File: src/rtl/alu_uart_ctrl.sv
// Collects a three-byte command (A, B, opcode) from a UART receiver, drives an
// external ALU, and sends back the result byte followed by a status byte.
module alu_uart_ctrl #(
    parameter int bits    = 8,
    parameter int TIMEOUT = 50000
) (
    input  logic            clk,
    input  logic            reset,
    input  logic            rx_done,
    input  logic [7:0]      rx_data,
    output logic            tx_start,
    output logic [7:0]      tx_data,
    input  logic            tx_done,
    output logic [bits-1:0] alu_A,
    output logic [bits-1:0] alu_B,
    output logic [3:0]      alu_select,
    input  logic [bits-1:0] alu_C,
    input  logic            alu_zero,
    output logic            busy
);

    localparam int CW = $clog2(TIMEOUT + 1);

    typedef enum logic [2:0] {
        IDLE,
        GET_B,
        GET_OP,
        EXEC,
        SEND_RES,
        WAIT_RES,
        SEND_STAT,
        WAIT_STAT
    } state_t;

    state_t          r_state;
    state_t          w_nextState;
    logic [bits-1:0] r_aluA;
    logic [bits-1:0] r_aluB;
    logic [3:0]      r_aluSel;
    logic [bits-1:0] r_result;
    logic            r_zero;
    logic            r_illegal;
    logic [CW-1:0]   r_timer;
    logic            w_collecting;
    logic            w_expired;
    logic            w_illegal;
    logic [7:0]      w_status;

    assign w_collecting = (r_state == GET_B) || (r_state == GET_OP);
    assign w_expired    = w_collecting && (r_timer == CW'(TIMEOUT - 1));
    assign w_illegal    = !(r_aluSel inside {4'd0, 4'd1, 4'd2, 4'd3, 4'd4,
                                             4'd5, 4'd6, 4'd9, 4'd11});
    assign w_status     = {6'b0, r_illegal, r_zero};

    always_ff @(posedge clk or posedge reset) begin
        if (reset) begin
            r_state <= IDLE;
        end else begin
            r_state <= w_nextState;
        end
    end

    // A byte arriving on the expiry cycle takes priority over the timeout.
    always_comb begin
        w_nextState = r_state;
        case (r_state)
            IDLE:      if (rx_done) w_nextState = GET_B;
            GET_B: begin
                if (rx_done)        w_nextState = GET_OP;
                else if (w_expired) w_nextState = IDLE;
            end
            GET_OP: begin
                if (rx_done)        w_nextState = EXEC;
                else if (w_expired) w_nextState = IDLE;
            end
            EXEC:      w_nextState = SEND_RES;
            SEND_RES:  w_nextState = WAIT_RES;
            WAIT_RES:  if (tx_done) w_nextState = SEND_STAT;
            SEND_STAT: w_nextState = WAIT_STAT;
            WAIT_STAT: if (tx_done) w_nextState = IDLE;
            default:   w_nextState = IDLE;
        endcase
    end

    always_ff @(posedge clk or posedge reset) begin
        if (reset) begin
            r_aluA    <= '0;
            r_aluB    <= '0;
            r_aluSel  <= '0;
            r_result  <= '0;
            r_zero    <= 1'b0;
            r_illegal <= 1'b0;
        end else begin
            case (r_state)
                IDLE:   if (rx_done) r_aluA <= bits'(rx_data);
                GET_B:  if (rx_done) r_aluB <= bits'(rx_data);
                GET_OP: if (rx_done) r_aluSel <= rx_data[3:0];
                EXEC: begin
                    r_result  <= alu_C;
                    r_zero    <= alu_zero;
                    r_illegal <= w_illegal;
                end
                default: ;
            endcase
        end
    end

    // Inter-byte timer: runs only while a frame is partially received.
    always_ff @(posedge clk or posedge reset) begin
        if (reset) begin
            r_timer <= '0;
        end else if (w_collecting && !rx_done && !w_expired) begin
            r_timer <= r_timer + 1'b1;
        end else begin
            r_timer <= '0;
        end
    end

    assign tx_start   = (r_state == SEND_RES) || (r_state == SEND_STAT);
    assign tx_data    = ((r_state == SEND_STAT) || (r_state == WAIT_STAT))
                        ? w_status : 8'(r_result);
    assign busy       = (r_state != IDLE);
    assign alu_A      = r_aluA;
    assign alu_B      = r_aluB;
    assign alu_select = r_aluSel;

endmodule
File: config.mk
export PLATFORM = sky130hd
export DESIGN_NAME = alu_uart_ctrl
export DESIGN_NICKNAME = d
export VERILOG_FILES = /design/src/rtl/alu_uart_ctrl.sv
export SDC_FILE = /design/constraint.sdc
export NUM_CORES = 1
export LEC_CHECK = 0
export ABC_AREA = 0
export CAP_MARGIN = 15
export CORE_MARGIN = 1
export CORE_UTILIZATION = 45
export CTS_CLUSTER_SIZE = 8
export DETAILED_ROUTE_END_ITERATION = 12
export PLACE_DENSITY = 0.76
export SKIP_LAST_GASP = 1
export SLEW_MARGIN = 10
export SYNTH_ARGS = -nofsm -noshare
export SYNTH_HDL_FRONTEND = slang
export SYNTH_SLANG_ARGS = --single-unit
File: constraint.sdc
create_clock -name clk -period 1.5 [get_ports clk]
set_input_delay 0.225 -clock clk [delete_from_list [all_inputs] [get_ports clk]]
set_output_delay 0.225 -clock clk [all_outputs]
set_load 0.02 [all_outputs]
# [After elaboration in Yosys (flattened, before gate mapping)]
# Cells that the tools add are included.
[op_classes] addsub=1 n_mul=0 div=0 magnitude_cmp=0 eq_ne=19 shift=0 muxes=9 bitwise=0 reduce_logical=17
[op_table] cell="3-bit case mux with 8 select lines" n=1
[op_table] cell="3-bit 2-to-1 mux" n=6
[op_table] cell="16-bit by 1-bit adder with 16-bit output (second input constant)" n=1
[op_table] cell="16-bit == test (second input constant)" n=1
[op_table] cell="16-bit 2-to-1 mux" n=1
[op_table] cell="3-bit == test (second input constant)" n=4
[op_table] cell="4-bit by 3-bit == test with 1-bit output (second input constant)" n=3
[op_table] cell="9-bit nonzero test" n=1
[op_table] cell="4-bit by 2-bit == test with 1-bit output (second input constant)" n=2
[op_table] cell="4-bit == test (second input constant)" n=2
[op_table] cell="8-bit 2-to-1 mux" n=1
[op_table] cell="3-bit by 2-bit == test with 1-bit output (second input constant)" n=2
[op_table] cell="2-bit inequality test (second input constant)" n=3
[op_table] cell="2-bit AND reduction" n=3
[op_table] cell="4-bit by 1-bit == test with 1-bit output (second input constant)" n=1
[op_table] cell="4-bit logical NOT" n=1
[op_table] cell="3-bit by 1-bit == test with 1-bit output (second input constant)" n=1
[op_table] cell="1-bit logical AND" n=3
[op_table] cell="1-bit logical NOT" n=3
[op_table] cell="3-bit logical NOT" n=1
[op_table] cell="1-bit logical OR" n=3
[op_table] cell="3-bit AND reduction" n=1
[op_table] cell="3-bit nonzero test" n=1
[totals] ff_bits=49 latch_bits=0 mem_bits_rw=0 romBits=0 inputBits=21 output_inout_bits=30 memories=0

# [Depth between registers and ports, before layout]
# Gate-level depths: netlist (run 1).
[depth] depth_word=6 mapped_depth=6 mapped_depth_nobuf=5

# [Worst setup path after synthesis (run 1)]
# OpenSTA, ideal clock, no wires.
[synth_path] path_type="register to register" from="register r_timer[0]" to="register r_state[0]" setup_time_ps=126 arrival_time_ps=1469 path_slack_ps=-95 stages_incl_launch_ff=6 path_buffers=0 path_cell_list="dfrtp_1 ha_1 and3_1 nand4b_1 or2_2 a221o_1"
[synth_via] elab_chain_len=5 elab_cells_between_ends=6
[synth_rtl] element="start, declared" line_no="43" text="logic [CW-1:0] r_timer;"
[synth_rtl] element="start signal, assigned" line_no="113" text="r_timer <= r_timer + 1'b1;"
[synth_rtl] element="16-bit == test *" line_no="50" text="assign w_expired = w_collecting && (r_timer == CW'(TIMEOUT - 1));"
[synth_rtl] element="1-bit logical AND *" line_no="50"
[synth_rtl] element="3-bit 2-to-1 mux *"
[synth_rtl] element="3-bit 2-to-1 mux, on equally long branches"
[synth_rtl] element="3-bit case mux with 8 select lines *"
[synth_rtl] element="end signal, assigned" line_no="59" text="r_state <= w_nextState;"
[synth_rtl] element="end, declared" line_no="35" text="state_t r_state;"
# Every way passes the cells marked *; elsewhere a longest branch is shown, timed or not.
# A chain may end at the register's enable or synchronous reset.

# [Worst setup path in the final report (run 1)]
[layout_path] from="register r_timer[5]" to="register r_timer[7]"
[layout_via] elab_chain_len=5 elab_cells_between_ends=6
[layout_rtl] element="parallel branches: the longest is 4 deep, another holds 16-bit by 1-bit adder with 16-bit output"
[layout_rtl] element="16-bit 2-to-1 mux *" line_no="112" text="end else if (w_collecting && !rx_done && !w_expired) begin"
# Every way passes the cells marked *.

==> summary.md, run 1 <==
| Metric | Value |
|---|---|
| Fraction of layout cells with a size suffix above 1 | `46.2%` |
| R2r setup slk | `-0.13 ns` |
| # diodes | `0` |
| Worst slew margin | `80.3%` |
| Dpl hpwl | `roughly 3400 um` |
| Final non-filler cell area | `approximately 3500 um2` |
| GR Util All Layers | `about a fifth` |
| Crit-path max FO | `4` |
| Hold Vio Cnt, Final | `0` |
| Min Hold Slack | `between 0.2 and 0.3 ns` |
| Clock Tree Buf Depth | `2` |
| Register area share after synthesis | `between 50% and 60%` |
| Iter 0 DRT Violations | `110` |
| Critical path endpoint | `r_timer[7]` |
| CP max stage delay | `about 0.41 ns` |
| Hold WC Path Type | `input port to asynchronous set/reset pin` |
| Crit. Startpoint | `r_timer[5]` |
| WP depth | `6` |
| Worst-Skew Late Latency | `between 0.3 and 0.4 ns` |
| Worst setup margin | `-0.131 ns` |
| Worst-path clk slew | `0.09 ns` |
| Cells along the critical path | `nor4b_2 -> nand3_1 -> buf_4 -> o21ai_4 -> buf_6 -> nor2_2` |
| Initial antenna violation count | `0` |
| Number of global-route vias before repair | `around 1700` |
| Drt wl/cell | `16.3 um` |
| Post-synth EDFFs | `0` |
| CP max stage cell | `dfrtp_1` |
| Synthesized Nets | `206` |
| I/O Pins | `between 50 and 60` |
| Fmax | `approximately 600 MHz` |
| R2R Path End | `r_timer[7]` |
| Worst r2r src | `r_timer[5]` |
| Die width | `roughly 72 um` |
| Max cap viols | `0` |
| TritonCTS Sinks | `49` |
| FF+latch count, synth | `approximately 50` |
| Core Region | `4690 um2` |
| Fin crit period | `1.63 ns` |
| Gpl congestion | `slightly below 0.8` |
| CP endpoint kind | `register` |
| Final worst-path cycle share | `109%` |
| Clock buffer count from CTS | `5` |
| Routed Antenna Nets | `0` |
| Synth unique cells | `36` |
| Global-route wire length before repair | `8070 um` |
| Starting density of the core | `46.7%` |
| # setup viols final | `32` |
| Row Count | `25` |
| Syn_area_per_cell | `around 12 um2` |
| Final nets | `around 310` |
| Detailed-route DRC error count | `0` |
| Finished Layout Cells | `340` |
| Pwr/cell area | `about 1800 nW/um2` |
| Synth async-reset ratio | `100%` |
| Top FF cell, synth | `dfrtp_1` |
| Pre-Repair DR Iteration Count | `4` |
| Pre-CTS setup slack | `-0.205 ns` |
| CP arrival | `~1.8 ns` |
| Global route overflow | `0` |
| Filler cells | `308` |
| RSZ-0062 raised after global routing | `yes` |
| FF-to-FF path depth | `6` |
| CP Launch Type | `register` |
| Lkg Pwr | `roughly 1.6 nW` |
| PortBufs | `50` |
| Drt total wl | `between 5000 and 6000 um` |
| Via/cell ratio | `5.33` |
| Die ar. | `approximately 5200 um2` |
| Util after Layout | `between 70% and 80%` |
| Post-Synthesis Cell Area | `2190 um2` |
| Critical path class | `register to register` |
| WP data required | `between 1.5 and 2 ns` |
| Synth-to-Final Area Change | `58.8%` |
| H-Tree Depth | `2` |
| Root buf cell | `clkbuf_8` |
| Placed cell count | `about 310` |
| Status | `finished with violations` |
| Vias | `about 1800` |
| Die height | `71.8 um` |
| Pins over their slew limit | `0` |
| Placed instance area | `roughly 3000 um2` |
| Failing checks | `negative setup slack` |
| Setup Skew | `0.00556 ns` |
| Cells after Synth | `~180` |
| Largest net degree at the start of global routing | `50` |
| Area occupied by multi-input gates | `~1200 um2` |
| Register area | `approximately 1200 um2` |
| Worst Max-Slew Pin Slew | `approximately 0.29 ns` |
| Synthesis Warnings | `0` |
| CTS tree | `built` |
| CP Buf/Inv Count | `2` |
| Critical path's top delay family | `simple AND/OR/NAND/NOR gates` |
| VDD IR max | `~1.4 mV` |
==> placed cells by master, fill, tap and decap left out, types with 5 or more instances in the layout <==
cell	instances
mux2_4	10
nand2_1	7
buf_2	7
nor2_1	8
dlygate4sd2_1	14
buf_6	11
nor2_2	6
and2_1	6
nand3_1	6
xnor2_1	11
buf_4	39
mux2_2	21
nor2_4	5
clkdlybuf4s50_1	20
dlymetal6s2s_1	6
dfrtp_1	49
clkbuf_8	5
==> per-stage QoR <==
| step | setup TNS (ns) | power [mW] |
|---|---|---|
| 5_1_grt | -3.49 | 6.58 |
| 2_1_floorplan | -0.648 | 3.62 |
| 6_report | -2.00 | 6.27 |
| 3_3_place_gp | -4.09 | 4.89 |
| 4_1_cts | -0.521 | 6.00 |
| 3_5_place_dp | -5.86 | 4.97 |
==> routing by layer <==
metal	vias up	global-route usage, %	routed length [um]
li1	844	-	-
met1	894	26.5	2270
met2	61	34.3	2850
met3	13	4.64	297
met4	0	7.19	129
met5	-	0	0
==> how the worst min path moves through the flow <==
stage / slack [ns] / depth (start not counted) / end
floorplan: 0.36 / 1 / r_state[1]
global placement: 0.46 / 2 / r_illegal
detailed placement: 0.47 / 2 / r_illegal
CTS: 0.28 / 3 / r_result[0]
global route: 0.31 / 3 / r_timer[5]
finish: 0.26 / 3 / r_timer[9]
==> synthesized netlist by cell type (all sizes together) (2+ instances only) <==
master | count | area (um2)
or2 | 2 | 12.5
nand2b | 2 | 12.5
nor3 | 8 | 45.0
xnor2 | 12 | 105
o21ai | 2 | 10.0
nor4 | 3 | 18.8
a21oi | 4 | 20.0
nand4 | 3 | 33.8
and2 | 6 | 37.5
buf | 4 | 18.8
nor2 | 19 | 73.8
inv | 4 | 15.0
o31ai | 2 | 15.0
mux2 | 31 | 349
and3 | 4 | 26.3
nor2b | 2 | 12.5
nand2 | 9 | 33.8
dfrtp | 49 | 1230
nand3 | 7 | 35.0
xor2 | 2 | 17.5
==> flip-flops by register name, summed over array words and instances (netlist names) <==
register / flops
r_timer: 16
alu_A: 8
alu_B: 8
r_result: 8
alu_select: 4
r_state: 3
r_illegal: 1
r_zero: 1
==> final cells by class <==
type | instances | area share (%)
Sequential cell | 49 | 35.2
Multi-Input combinational cell | 126 | 33.0
Timing Repair Buffer | 99 | 25.5
Clock buffer | 5 | 1.98
Tap cell | 54 | 1.94
Clock inverter | 3 | 1.87
Inverter | 4 | 0.431
==> cells by family (layout without fill, tap and decap cells) <==
| group | after synthesis | count (layout) | synth area share (%) |
|---|---|---|---|
| adders and majority gates | 1 | 1 | 0.570 |
| and+or+nand+nor | 69 | 69 | 17.0 |
| muxes | 31 | 31 | 15.9 |
| xor gates and xnor gates | 14 | 14 | 5.59 |
| DFF | 49 | 49 | 55.9 |
| buffers and inverters | 9 | 111 | 1.71 |
| AOI/OAI and AO/OA | 11 | 11 | 3.31 |
==> power breakdown <==
group	total, mW	internal (mW)	leakage, nW	switching (mW)
Sequential	2.04	1.79	0.616	0.254
Clock	1.11	0.662	0.0681	0.452
Combinational	3.11	1.62	0.914	1.50
==> timing repair <==
action	CTS	global route
buffers inserted	13	6
hold buffers	0	0
endpoints found under the setup margin	57	49
pin swaps	10	16
resized for setup	73	48
gates cloned	0	0
==> worst reg2reg max path, delay by kind of cell (launching register included) <==
family                 cells  cell delay (ns)
AO/OA/AOI/OAI              1             0.22
buffers and inverters      2             0.35
AND/OR/NAND/NOR            3             0.54
flip-flops                 1             0.41
(Power assumes the default switching activity.)
==> run 2, diff against run 1 <==
HOLD_SLACK_MARGIN = 0.06   (was default)
==> results of run 2 <==
The final DEF is identical to that of run 1; final timing and power are the same.
